--- config.mk ---
export PLATFORM = sky130hd
export DESIGN_NAME = tuple_array_permuter
export DESIGN_NICKNAME = d
export VERILOG_FILES = /design/src/rtl/tuple_array_permuter.sv
export SDC_FILE = /design/constraint.sdc
export NUM_CORES = 1
export LEC_CHECK = 0
export BUFFER_PORTS_ARGS = -buffer_cell sky130_fd_sc_hd__buf_2
export CAP_MARGIN = 20
export CELL_PAD_IN_SITES_DETAIL_PLACEMENT = 0
export CELL_PAD_IN_SITES_GLOBAL_PLACEMENT = 1
export CORE_MARGIN = 4
export CORE_UTILIZATION = 35
export CTS_BUF_LIST = sky130_fd_sc_hd__clkbuf_16
export CTS_CLUSTER_SIZE = 10
export DETAILED_ROUTE_END_ITERATION = 16
export GPL_TIMING_DRIVEN = 0
export PLACE_DENSITY = 0.61
export RECOVER_POWER = 100
export SYNTH_ARGS = -nofsm -noshare
export SYNTH_HDL_FRONTEND = slang
export SYNTH_SLANG_ARGS = --single-unit
export TNS_END_PERCENT = 50
--- constraint.sdc ---
create_clock -name CLK -period 1.9 [get_ports CLK]
set_input_delay 0.475 -clock CLK [delete_from_list [all_inputs] [get_ports CLK]]
set_output_delay 0.475 -clock CLK [all_outputs]
set_load 0.1 [all_outputs]
--- src/rtl/tuple_array_permuter.sv ---
// Registered per-field lane permuter for an array of two-field tuples.
// Run-time tables are swapped only after the 2-entry output buffer drains.
module tuple_array_permuter #(
  parameter int N = 4,
  parameter int W0 = 1,
  parameter int W1 = 2,
  localparam int SW = $clog2(N)
) (
  input  logic            CLK,
  input  logic            ASYNCRESET,
  input  logic            I_valid,
  output logic            I_ready,
  input  logic [N*W0-1:0] I_f0,
  input  logic [N*W1-1:0] I_f1,
  output logic            O_valid,
  input  logic            O_ready,
  output logic [N*W0-1:0] O_f0,
  output logic [N*W1-1:0] O_f1,
  input  logic            cfg_valid,
  output logic            cfg_ready,
  input  logic [N*SW-1:0] cfg_sel0,
  input  logic [N*SW-1:0] cfg_sel1,
  output logic            cfg_err
);

  typedef enum logic [1:0] {
    RUN   = 2'd0,
    DRAIN = 2'd1,
    APPLY = 2'd2
  } state_t;

  state_t r_state;
  state_t w_next;

  logic [SW-1:0]   r_tab0 [N];
  logic [SW-1:0]   r_tab1 [N];
  logic            r_err;
  logic [N*W0-1:0] r_m0 [2];
  logic [N*W1-1:0] r_m1 [2];
  logic            r_rp;
  logic            r_wp;
  logic [1:0]      r_cnt;

  logic [N*W0-1:0] w_p0;
  logic [N*W1-1:0] w_p1;
  logic            w_bad;
  logic            w_push;
  logic            w_pop;

  // Entries matching no lane leave the output lane at zero.
  always_comb begin
    w_p0 = '0;
    w_p1 = '0;
    for (int j = 0; j < N; j++) begin
      for (int k = 0; k < N; k++) begin
        if (r_tab0[j] == SW'(k))
          w_p0[j*W0 +: W0] = I_f0[k*W0 +: W0];
        if (r_tab1[j] == SW'(k))
          w_p1[j*W1 +: W1] = I_f1[k*W1 +: W1];
      end
    end
  end

  always_comb begin
    w_bad = 1'b0;
    for (int j = 0; j < N; j++) begin
      if (int'(cfg_sel0[j*SW +: SW]) >= N)
        w_bad = 1'b1;
      if (int'(cfg_sel1[j*SW +: SW]) >= N)
        w_bad = 1'b1;
    end
  end

  assign O_valid = (r_cnt != 2'd0);
  assign O_f0    = r_m0[r_rp];
  assign O_f1    = r_m1[r_rp];
  assign cfg_err = r_err;
  assign w_push  = I_valid & I_ready;
  assign w_pop   = O_valid & O_ready;

  always_ff @(posedge CLK or posedge ASYNCRESET) begin
    if (ASYNCRESET) begin
      r_state <= RUN;
    end else begin
      r_state <= w_next;
    end
  end

  always_comb begin
    w_next = r_state;
    unique case (r_state)
      RUN:     if (cfg_valid) w_next = DRAIN;
      DRAIN:   if (r_cnt == 2'd0) w_next = APPLY;
      APPLY:   w_next = RUN;
      default: w_next = RUN;
    endcase
  end

  always_comb begin
    I_ready   = 1'b0;
    cfg_ready = 1'b0;
    unique case (r_state)
      RUN:     I_ready = !ASYNCRESET &&
                         (r_cnt != 2'd2 || O_ready);
      APPLY:   cfg_ready = 1'b1;
      default: ;
    endcase
  end

  always_ff @(posedge CLK or posedge ASYNCRESET) begin
    if (ASYNCRESET) begin
      r_rp  <= 1'b0;
      r_wp  <= 1'b0;
      r_cnt <= 2'd0;
      r_m0[0] <= '0;
      r_m0[1] <= '0;
      r_m1[0] <= '0;
      r_m1[1] <= '0;
    end else begin
      if (w_push) begin
        r_m0[r_wp] <= w_p0;
        r_m1[r_wp] <= w_p1;
        r_wp <= ~r_wp;
      end
      if (w_pop)
        r_rp <= ~r_rp;
      r_cnt <= r_cnt + {1'b0, w_push}
                     - {1'b0, w_pop};
    end
  end

  always_ff @(posedge CLK or posedge ASYNCRESET) begin
    if (ASYNCRESET) begin
      r_err <= 1'b0;
      for (int j = 0; j < N; j++) begin
        r_tab0[j] <= SW'(N - 1 - j);
        r_tab1[j] <= SW'(j);
      end
    end else if (r_state == APPLY) begin
      r_err <= w_bad;
      for (int j = 0; j < N; j++) begin
        r_tab0[j] <= cfg_sel0[j*SW +: SW];
        r_tab1[j] <= cfg_sel1[j*SW +: SW];
      end
    end
  end

endmodule

==> results.toml <==
[worst_setup_path]
regToRegSetupSlack_ns = 0.09
critPathArrivalTime_ns = 1.43
cp-start-kind = "flip-flop"
timing.critical_path.to_type = "primary output"
criticalPathCategory = "reg -> out"
cp_max_fo = 10
worst_ep_required_time_ns = 1.42

[status]
run_status = "complete, but fails checks"
violations = "negative setup slack"

[synth]
mappedNetlistNets = 173
synthesis.area_per_instance_um2 = 16.2
cell_area_after_synthesis_um2 = 2240
netlist.area_leader.share = 0.425
yosys_register_bits = 46
ys_top_cells_by_area = "sky130_fd_sc_hd__dfrtp_1, sky130_fd_sc_hd__mux2_2, sky130_fd_sc_hd__mux4_2, sky130_fd_sc_hd__dfstp_2, sky130_fd_sc_hd__xnor2_1"
ys_types = 25
synth_seq_area_share = 0.519
synthCells = 138
synthesis.yosys.warnings = 0
synth.largest_area_cell = "sky130_fd_sc_hd__dfrtp_1"

[cts]
hold_buffers = 0
clk_path_buf_depth = 2
clk_root_buffer_cell = "sky130_fd_sc_hd__clkbuf_16"
clock_latency_ns = 0.28
tritoncts_clock_tree = "done"
htree_num_levels = 2
clkSinkCount = 46
clk_pin_slew_worst_paths_ns = 0.06
total_cts_buffers = 5

[timing]
hold_ws_ns = 0.347
maxSlewViolCount = 0
layout_setup_ws_ns = -0.00369
max_freq_ghz = 0.525
tightest_slew_ns = 0.729
rsz0062_at_grt = "yes"
timing.final.setup_violations = 1
slew_headroom = 0.514
hold_violations = 0
finalWorstPathRequiredPeriod_ns = 1.90
timing.clock.skew_ns = 0.00429
final.period_utilization = 1.00

[detailed_routing]
postRouteAntennaNets = 0
drt-total-wl_mm = 4.67
drt_iter0_drc = 84
routed_wire_length_per_instance_um = 17.4
drcViolationCount = 0
drtPass1Iterations = 4
via_per_inst = 5.09
routed-via-count = 1365

[final_layout]
areaGrowthSynthToFinish_pct = 26.4
layout.nets = 227
final_layout_size_suffix_gt1_frac = 0.710
antenna_cells = 0

[floorplanning]
ios = 49
fp.dieArea_um2 = 7740
floorplan.die.height_um = 88.0
initial_utilization = 0.369
core.rowCount = 28
core_outline_area_um2 = 6060
die_width_um = 88.0

[global_routing]
pin_count_of_the_biggest_net_entering_global_routing = 31
number_of_antenna_violations_at_the_first_check_in_global_routing = 0
global_route.overflow_total = 0
first_global_vias = 1505
groute.usage.overall = 0.130
global_route_wire_length_before_repair_mm = 7.46

[placement]
portBuffers = 47
routabilityCongestion = 0.792
detailedPlacementHpwl_mm = 3.68

[job]
maxCapViolCount = 0

[worst_hold_path]
hold_path.class = "in -> async"
## synthesized netlist by cell type
library cell and instances:
sky130_fd_sc_hd__nor4b_4 1, sky130_fd_sc_hd__mux2i_1 1, sky130_fd_sc_hd__and2_1 1, sky130_fd_sc_hd__buf_6 1, sky130_fd_sc_hd__dfstp_2 8, sky130_fd_sc_hd__ha_1 2
sky130_fd_sc_hd__and2b_2 1, sky130_fd_sc_hd__nor2_1 1, sky130_fd_sc_hd__mux2_2 52, sky130_fd_sc_hd__buf_1 1, sky130_fd_sc_hd__nor3b_2 1, sky130_fd_sc_hd__mux4_2 12
sky130_fd_sc_hd__nor4_1 1, sky130_fd_sc_hd__dfrtp_1 38, sky130_fd_sc_hd__xor2_1 1, sky130_fd_sc_hd__xnor2_1 3, sky130_fd_sc_hd__nand2_1 1, sky130_fd_sc_hd__nor3b_1 2
sky130_fd_sc_hd__or3b_1 1, sky130_fd_sc_hd__inv_1 2, sky130_fd_sc_hd__conb_1 1, sky130_fd_sc_hd__or2_2 1, sky130_fd_sc_hd__buf_2 2, sky130_fd_sc_hd__buf_4 2
sky130_fd_sc_hd__nand3_1 1
## area by class of cell
class                   count  area (um2)
plain buffers               4        38.8
clock buffers               5         125
clock inverters             3        41.3
fillers                   539        3230
inverters                   2        7.51
multi-input cells          84        1040
flip-flops and latches     46        1160
well taps                  75        93.8
repair buffers             49         318
## worst paths after layout
path,from,end,depth (start not counted)
setup / recovery,r_rp$_DFFE_PP0P_,O_f1[0],3
hold / removal,ASYNCRESET,r_state[1]$_DFFE_PP0P_,2
setup reg to reg,r_state[1]$_DFFE_PP0P_,r_m0[4]$_DFFE_PP0P_,4
hold reg to reg,r_m1[9]$_DFFE_PP0P_,r_m1[9]$_DFFE_PP0P_,1
max in group asynchronous,ASYNCRESET,r_m1[3]$_DFFE_PP0P_,3
min in group CLK,cfg_sel0[6],r_tab0[0]$_DFFE_PP0P_,2
## cell families (layout without fill, tap and decap cells)
family	Yosys count	count (layout)	synth area share
fa+ha+maj	2	2	0.0112
buf+inv	8	63	0.0212
mux	65	65	0.387
simple gates	12	12	0.0447
flops	46	46	0.519
xor+xnor	4	4	0.0157
other cells	1	1	0.00168
## cell usage in the layout, fill, tap and decap left out
master / instances
sky130_fd_sc_hd__buf_4: 2
sky130_fd_sc_hd__dfrtp_2: 1
sky130_fd_sc_hd__clkbuf_2: 2
sky130_fd_sc_hd__clkinvlp_4: 1
sky130_fd_sc_hd__nor3b_2: 1
sky130_fd_sc_hd__bufinv_16: 1
sky130_fd_sc_hd__mux2_2: 52
sky130_fd_sc_hd__xnor2_1: 3
sky130_fd_sc_hd__inv_1: 3
sky130_fd_sc_hd__ha_1: 2
sky130_fd_sc_hd__nand2_1: 1
sky130_fd_sc_hd__conb_1: 1
sky130_fd_sc_hd__clkbuf_4: 2
sky130_fd_sc_hd__clkbuf_16: 5
sky130_fd_sc_hd__dfrtp_1: 37
sky130_fd_sc_hd__nor4b_4: 1
sky130_fd_sc_hd__buf_2: 34
sky130_fd_sc_hd__and2b_1: 1
sky130_fd_sc_hd__nor3b_4: 1
sky130_fd_sc_hd__nor3b_1: 1
sky130_fd_sc_hd__and2_4: 1
sky130_fd_sc_hd__or3b_1: 1
sky130_fd_sc_hd__buf_8: 2
sky130_fd_sc_hd__buf_6: 10
sky130_fd_sc_hd__nor2_1: 1
sky130_fd_sc_hd__or2_2: 1
sky130_fd_sc_hd__nor4_1: 1
sky130_fd_sc_hd__nand3_1: 1
sky130_fd_sc_hd__xor2_1: 1
sky130_fd_sc_hd__dfstp_2: 8
sky130_fd_sc_hd__mux4_2: 12
sky130_fd_sc_hd__mux2i_1: 1
sky130_fd_sc_hd__clkbuf_1: 1
## sequential cells by signal, summed over array words and instances, names as in the netlist
signal,count
r_m1,16
r_m0,8
r_tab0,8
r_tab1,8
r_cnt,2
r_state,2
r_rp,1
r_wp,1
## worst max-delay path: stages (launching register included)
cell and delay (ns):
sky130_fd_sc_hd__dfrtp_2 0.43, sky130_fd_sc_hd__buf_8 0.17, sky130_fd_sc_hd__mux2_2 0.36, sky130_fd_sc_hd__buf_6 0.19
## metal layers
metal  global-route usage  vias up  part of all wire
met4               0.0404        0            0.0075
met5                    0        -                 0
met2                0.208       38              0.49
met3               0.0414        6             0.050
met1                0.168      700              0.45
li1                     -      621                 -
## through the flow
step           std cells  cell area (um2)   TNS, ns  worst slack, ns   util
2_1_floorplan        138             2250    -0.266           -0.136      -
3_3_place_gp         260             2580    -11.84           -0.280  0.426
3_5_place_dp         261             2600     -2.84           -0.256  0.429
4_1_cts              268             2850    -0.117          -0.0226  0.470
5_1_grt              268             2830    -0.332          -0.0350  0.467
6_report             268             2830  -0.00369         -0.00369  0.467
## what timing repair did
item                       CTS  global route
hold endpoints to repair     0             0
resized for setup           28             7
setup buffers                1             0
pin swaps                    0             1
setup endpoints to repair   12            22
Power is not shown: default switching activity piles up to over one toggle a cycle in this logic, so the estimate is an artifact.
